### config.mk
export PLATFORM = sky130hd
export DESIGN_NAME = store_merge_unit
export DESIGN_NICKNAME = d
export VERILOG_FILES = /design/src/rtl/store_merge_unit.sv
export SDC_FILE = /design/constraint.sdc
export NUM_CORES = 1
export LEC_CHECK = 0
export BUFFER_PORTS_ARGS = -buffer_cell sky130_fd_sc_hd__buf_2
export CORE_ASPECT_RATIO = 0.75
export CORE_UTILIZATION = 54
export DETAILED_ROUTE_END_ITERATION = 8
export MAX_ROUTING_LAYER = met4
export PLACE_DENSITY = 0.87
export SYNTH_ARGS = -nofsm -noshare
export SYNTH_HDL_FRONTEND = slang
export SYNTH_SLANG_ARGS = --single-unit
### constraint.sdc
create_clock -name clk -period 4.4 [get_ports clk]
set_input_delay 0.44 -clock clk [delete_from_list [all_inputs] [get_ports clk]]
set_output_delay 0.44 -clock clk [all_outputs]
set_load 0.02 [all_outputs]
### src/rtl/store_merge_unit.sv
// store_merge_unit: SW/SH/SB narrowing into a word-only memory, with
// read-modify-write for sub-word lanes and misalignment rejection.
module store_merge_unit #(
    parameter int ADDR_W = 32
) (
    input  logic              clk,
    input  logic              reset,
    input  logic              req_valid,
    output logic              req_ready,
    input  logic [ADDR_W-1:0] req_addr,
    input  logic [31:0]       req_data,
    input  logic [1:0]        req_size,
    output logic [ADDR_W-1:0] mem_addr,
    output logic              mem_rd_en,
    input  logic [31:0]       mem_rdata,
    output logic              mem_wr_en,
    output logic [31:0]       mem_wdata,
    output logic              done,
    output logic              misalign_err
);
    typedef enum logic [1:0] {IDLE, READ, WAIT, WRITE} state_t;
    state_t state, state_nx;
    logic [ADDR_W-1:0] addr_q;
    logic [15:0] data_q;
    logic [31:0] wdata_q, mask, lane;
    logic half_q, err_q, accept, bad;
    assign req_ready = state == IDLE && !err_q;
    assign accept = req_valid && req_ready;
    assign bad = req_size == 2'b11 || (req_size == 2'b01 && req_addr[0]) ||
                 (req_size == 2'b10 && req_addr[1:0] != 2'b00);
    assign mask = half_q ? 32'hFFFF << {addr_q[1], 4'b0} : 32'hFF << {addr_q[1:0], 3'b0};
    assign lane = half_q ? {2{data_q}} : {4{data_q[7:0]}};
    assign mem_rd_en = state == READ;
    assign mem_wr_en = state == WRITE;
    assign done = state == WRITE;
    assign misalign_err = err_q;
    assign mem_addr = state == IDLE ? '0 : {addr_q[ADDR_W-1:2], 2'b00};
    assign mem_wdata = state == WRITE ? wdata_q : '0;
    always_comb begin
        state_nx = state;
        case (state)
            IDLE:  state_nx = accept && !bad ? (req_size == 2'b10 ? WRITE : READ) : IDLE;
            READ:  state_nx = WAIT;
            WAIT:  state_nx = WRITE;
            WRITE: state_nx = IDLE;
        endcase
    end
    always_ff @(posedge clk or posedge reset) begin
        if (reset) begin
            state   <= IDLE;
            err_q   <= 1'b0;
            addr_q  <= '0;
            data_q  <= '0;
            half_q  <= 1'b0;
            wdata_q <= '0;
        end else begin
            state <= state_nx;
            err_q <= accept && bad;
            if (accept) begin
                addr_q  <= req_addr;
                data_q  <= req_data[15:0];
                half_q  <= req_size[0];
                wdata_q <= req_data;
            end
            // rdata arrives the cycle after the read strobe; merge the new lane into it
            if (state == WAIT)
                wdata_q <= (mem_rdata & ~mask) | (lane & mask);
        end
    end
endmodule

==> out/qor.yml <==
timing:
  tightest_slew_ns: 1.09
  finalSetupViolations: 0
  fin_ws_ns: 1.56
  fin_worst_skew_ns: 0.00708
  min_period_over_period_pct: 64.6
  hold_viol_final: 0
  drv_slew: 0
  period_needed_ns: 2.84
  fmax_ghz: 0.352
  rsz0062_at_grt: "false"
  fin_tns_setup_ns: 0
  relSlewSlack_pct: 27.1
worst_setup_path:
  start_kind: "register"
  critPathMaxStageDelay_ns: 0.64
  arrival_ns: 2.40
  path_cells: "inv_1 > ha_1 > nor2b_1 > buf_2"
  reg2reg_to: "addr_q[3]"
  cpMaxStageDelayCell: "nor2b_1"
  worst-path-buf-inv: 2
  critPathMaxFanout: 18
  critPathKind: "register to output port"
  reg2reg_depth: 6
  r2r_start: "state[0]"
  critPathCaptureType: "output port"
  worstSetupPathDepth: 4
  reg2reg_setup_slack_ns: 1.81
  required_ns: 3.96
  cpLargestDelayFamily: "simple AND/OR/NAND/NOR gates"
global_routing:
  grt_pass1_wl_um: 19900
  grt-ovfl-total: 0
  grt_pass1_vias: 4078
  grt_max_degree: 66
  grtUsageTotal_pct: 30.5
  antenna_found_initial: 0
place:
  port_buffers: 167
  post-place-ws_ns: 1.79
  place_congestion: 0.818
  hpwl_um: 8490
  place_inst: 748
floorplan:
  num_rows: 28
  dieArea_sq_um: 8800
  die_h_um: 81.5
  die_x_um: 108
  initial_core_util_pct: 56.7
  fp.coreArea_sq_um: 8020
  io_pins: 170
finish:
  final_cell_count_no_fill: 764
  fill_cells: 646
  antenna_cells: 0
  drive_above_1_share_pct: 29.3
  syn_to_final_growth_pct: 22.4
  nNetsFinal: 760
route:
  first_pass_iters: 4
  viasPerCell: 5.68
  routedWlPerCell_um: 16.2
  via_count: 4342
  wl_um: 12400
  first_iter_violations: 325
  drc_errors: 0
  ant_nets: 0
status:
  status: "finished, final reports clean"
synth:
  ys_types: 35
  async_flop_share_pct: 100
  syn-cell-area_sq_um: 4550
  synth_edf_count: 0
  synth_area_leaders: "dfrtp_1, nand2_1, and2_1"
  yosys-top-cells-count: "nand2_1, dfrtp_1, and2_1"
  yosys_warnings: 0
  yosysMostFrequentCell: "nand2_1"
  syn_area_per_cell_sq_um: 8.80
  synth-seq-area-share_pct: 46.2
  synth_top_area_cell: "dfrtp_1"
  synth_cells: 517
  yosys.area.top_type_share_pct: 46.2
  synth_ff_type: "dfrtp_1"
  ys_ff_latch: 84
pwr:
  seqPwrFrac_pct: 43.9
  p_per_area_nw_per_um2: 492
  p_sw_share_pct: 36.1
  comb_power_share_pct: 31.9
  power.internal_uw: 1750
  p_switching_uw: 991
  power_leakage_uw: 0.00290
  clockPowerShare_pct: 24.2
  peakVddDrop_uv: 304
worst_hold_path:
  min_to: "addr_q[27]"
  hp-start: "req_addr[27]"
  hold_path_class: "input pin to register"
  holdPathStages: 3
job:
  drv_cap: 0
clock_network:
  ctsResizeCount: 0
  postCtsSetupRepairBufs: 0
  cts.htree.levels: 3
  clk_pin_slew_worst_paths_ns: 0.08
  cts.sinks: 84
  clock-root-buffer: "clkbuf_8"
  clkLatencyLatePin_ns: 0.36
  tritoncts: "done"
  ctsHoldBuffers: 0
  cts_buffers: 9
  cts_buffer_depth: 2
## per-layer routing
metal / global-route usage [%] / wire (um) / vias to the layer above
met5: - / 0 / -
met4: 6.58 / 131 / 0
met3: 7.22 / 965 / 17
met2: 46.4 / 5630 / 208
met1: 41.7 / 5680 / 2084
li1: - / - / 2033
## stage by stage
| stage | total power, uW | hold slack [ns] | area (sq um) | utilization, % |
|---|---|---|---|---|
| global placement | 2030 | 0.451 | 5330 | 66.5 |
| detailed placement | 2070 | 0.455 | 5330 | 66.5 |
| finish | 2740 | 0.265 | 5570 | 69.4 |
| floorplan | 1820 | 0.438 | 4550 | - |
| global route | 2910 | 0.262 | 5570 | 69.4 |
| CTS | 2740 | 0.258 | 5570 | 69.4 |
## area by class of cell
| class | instances | area [sq um] | area share (%) |
|---|---|---|---|
| clock inverter | 7 | 114 | 2.04 |
| timing repair buffer | 173 | 881 | 15.8 |
| clock buffer | 9 | 124 | 2.22 |
| inverter | 6 | 23.8 | 0.427 |
| tap | 105 | 131 | 2.36 |
| multi-input combinational | 380 | 2190 | 39.4 |
| sequential | 84 | 2100 | 37.7 |
## worst max-delay path by stage
stage	from	endpoint	slack (ns)
floorplan	reset	addr_q[0]	1.79
global placement	state[0]	addr_q[18]	2.00
detailed placement	state[0]	addr_q[3]	1.79
CTS	state[0]	req_ready	1.58
global route	state[0]	req_ready	1.41
finish	state[0]	req_ready	1.56
## worst reg2reg max path: cells and delay by family, from the launching register on
kind | cells | cell delay, ns
flip-flops | 1 | 0.42
buffers and inverters | 2 | 0.55
adder cells (fa/ha/maj) | 1 | 0.57
AND/OR/NAND/NOR | 3 | 1.00
## logic make-up (layout without fill, tap and decap cells)
logic type / after synthesis / after routing / share of synthesized area (%)
DFF: 84 / 84 / 46.2
and+or+nand+nor: 246 / 246 / 27.1
AOI/OAI and AO/OA: 111 / 111 / 16.0
adders and majority gates: 5 / 5 / 1.37
other: 1 / 2 / 0.0824
muxes: 16 / 16 / 3.52
buffers and inverters: 54 / 195 / 5.75
## state kept, by name (all words and copies together) (netlist names)
name and flops:
addr_q 32, wdata_q 32, state 2, misalign_err 1
data_q 16, half_q 1
## power groups by stage
stage / registers [uW] / logic, uW / clock network, uW
after floorplan: 1130 / 687 / 0
after detailed placement: 1210 / 866 / 0
after CTS: 1200 / 871 / 667
after global routing: 1240 / 978 / 697
final: 1200 / 873 / 664
after global placement: 1190 / 835 / 0
## cells in the final DEF (no fill, tap or decap), drive strengths merged, types with 2 or more instances in the layout
cell type and count:
a211oi 11, a21o 3, a221oi 5, a22o 12, a31oi 16, and2 37
and4b 11, buf 173, bufinv 3, clkbuf 9, clkinv 4, conb 2
dfrtp 84, ha 5, inv 6, mux2i 16, nand2 122, nand2b 2
nand3 16, nand3b 8, nor2 14, nor2b 31, nor3 2, o21ai 35
o22ai 16, o31ai 7, o32ai 2
Power figures use the tool's default switching activity.
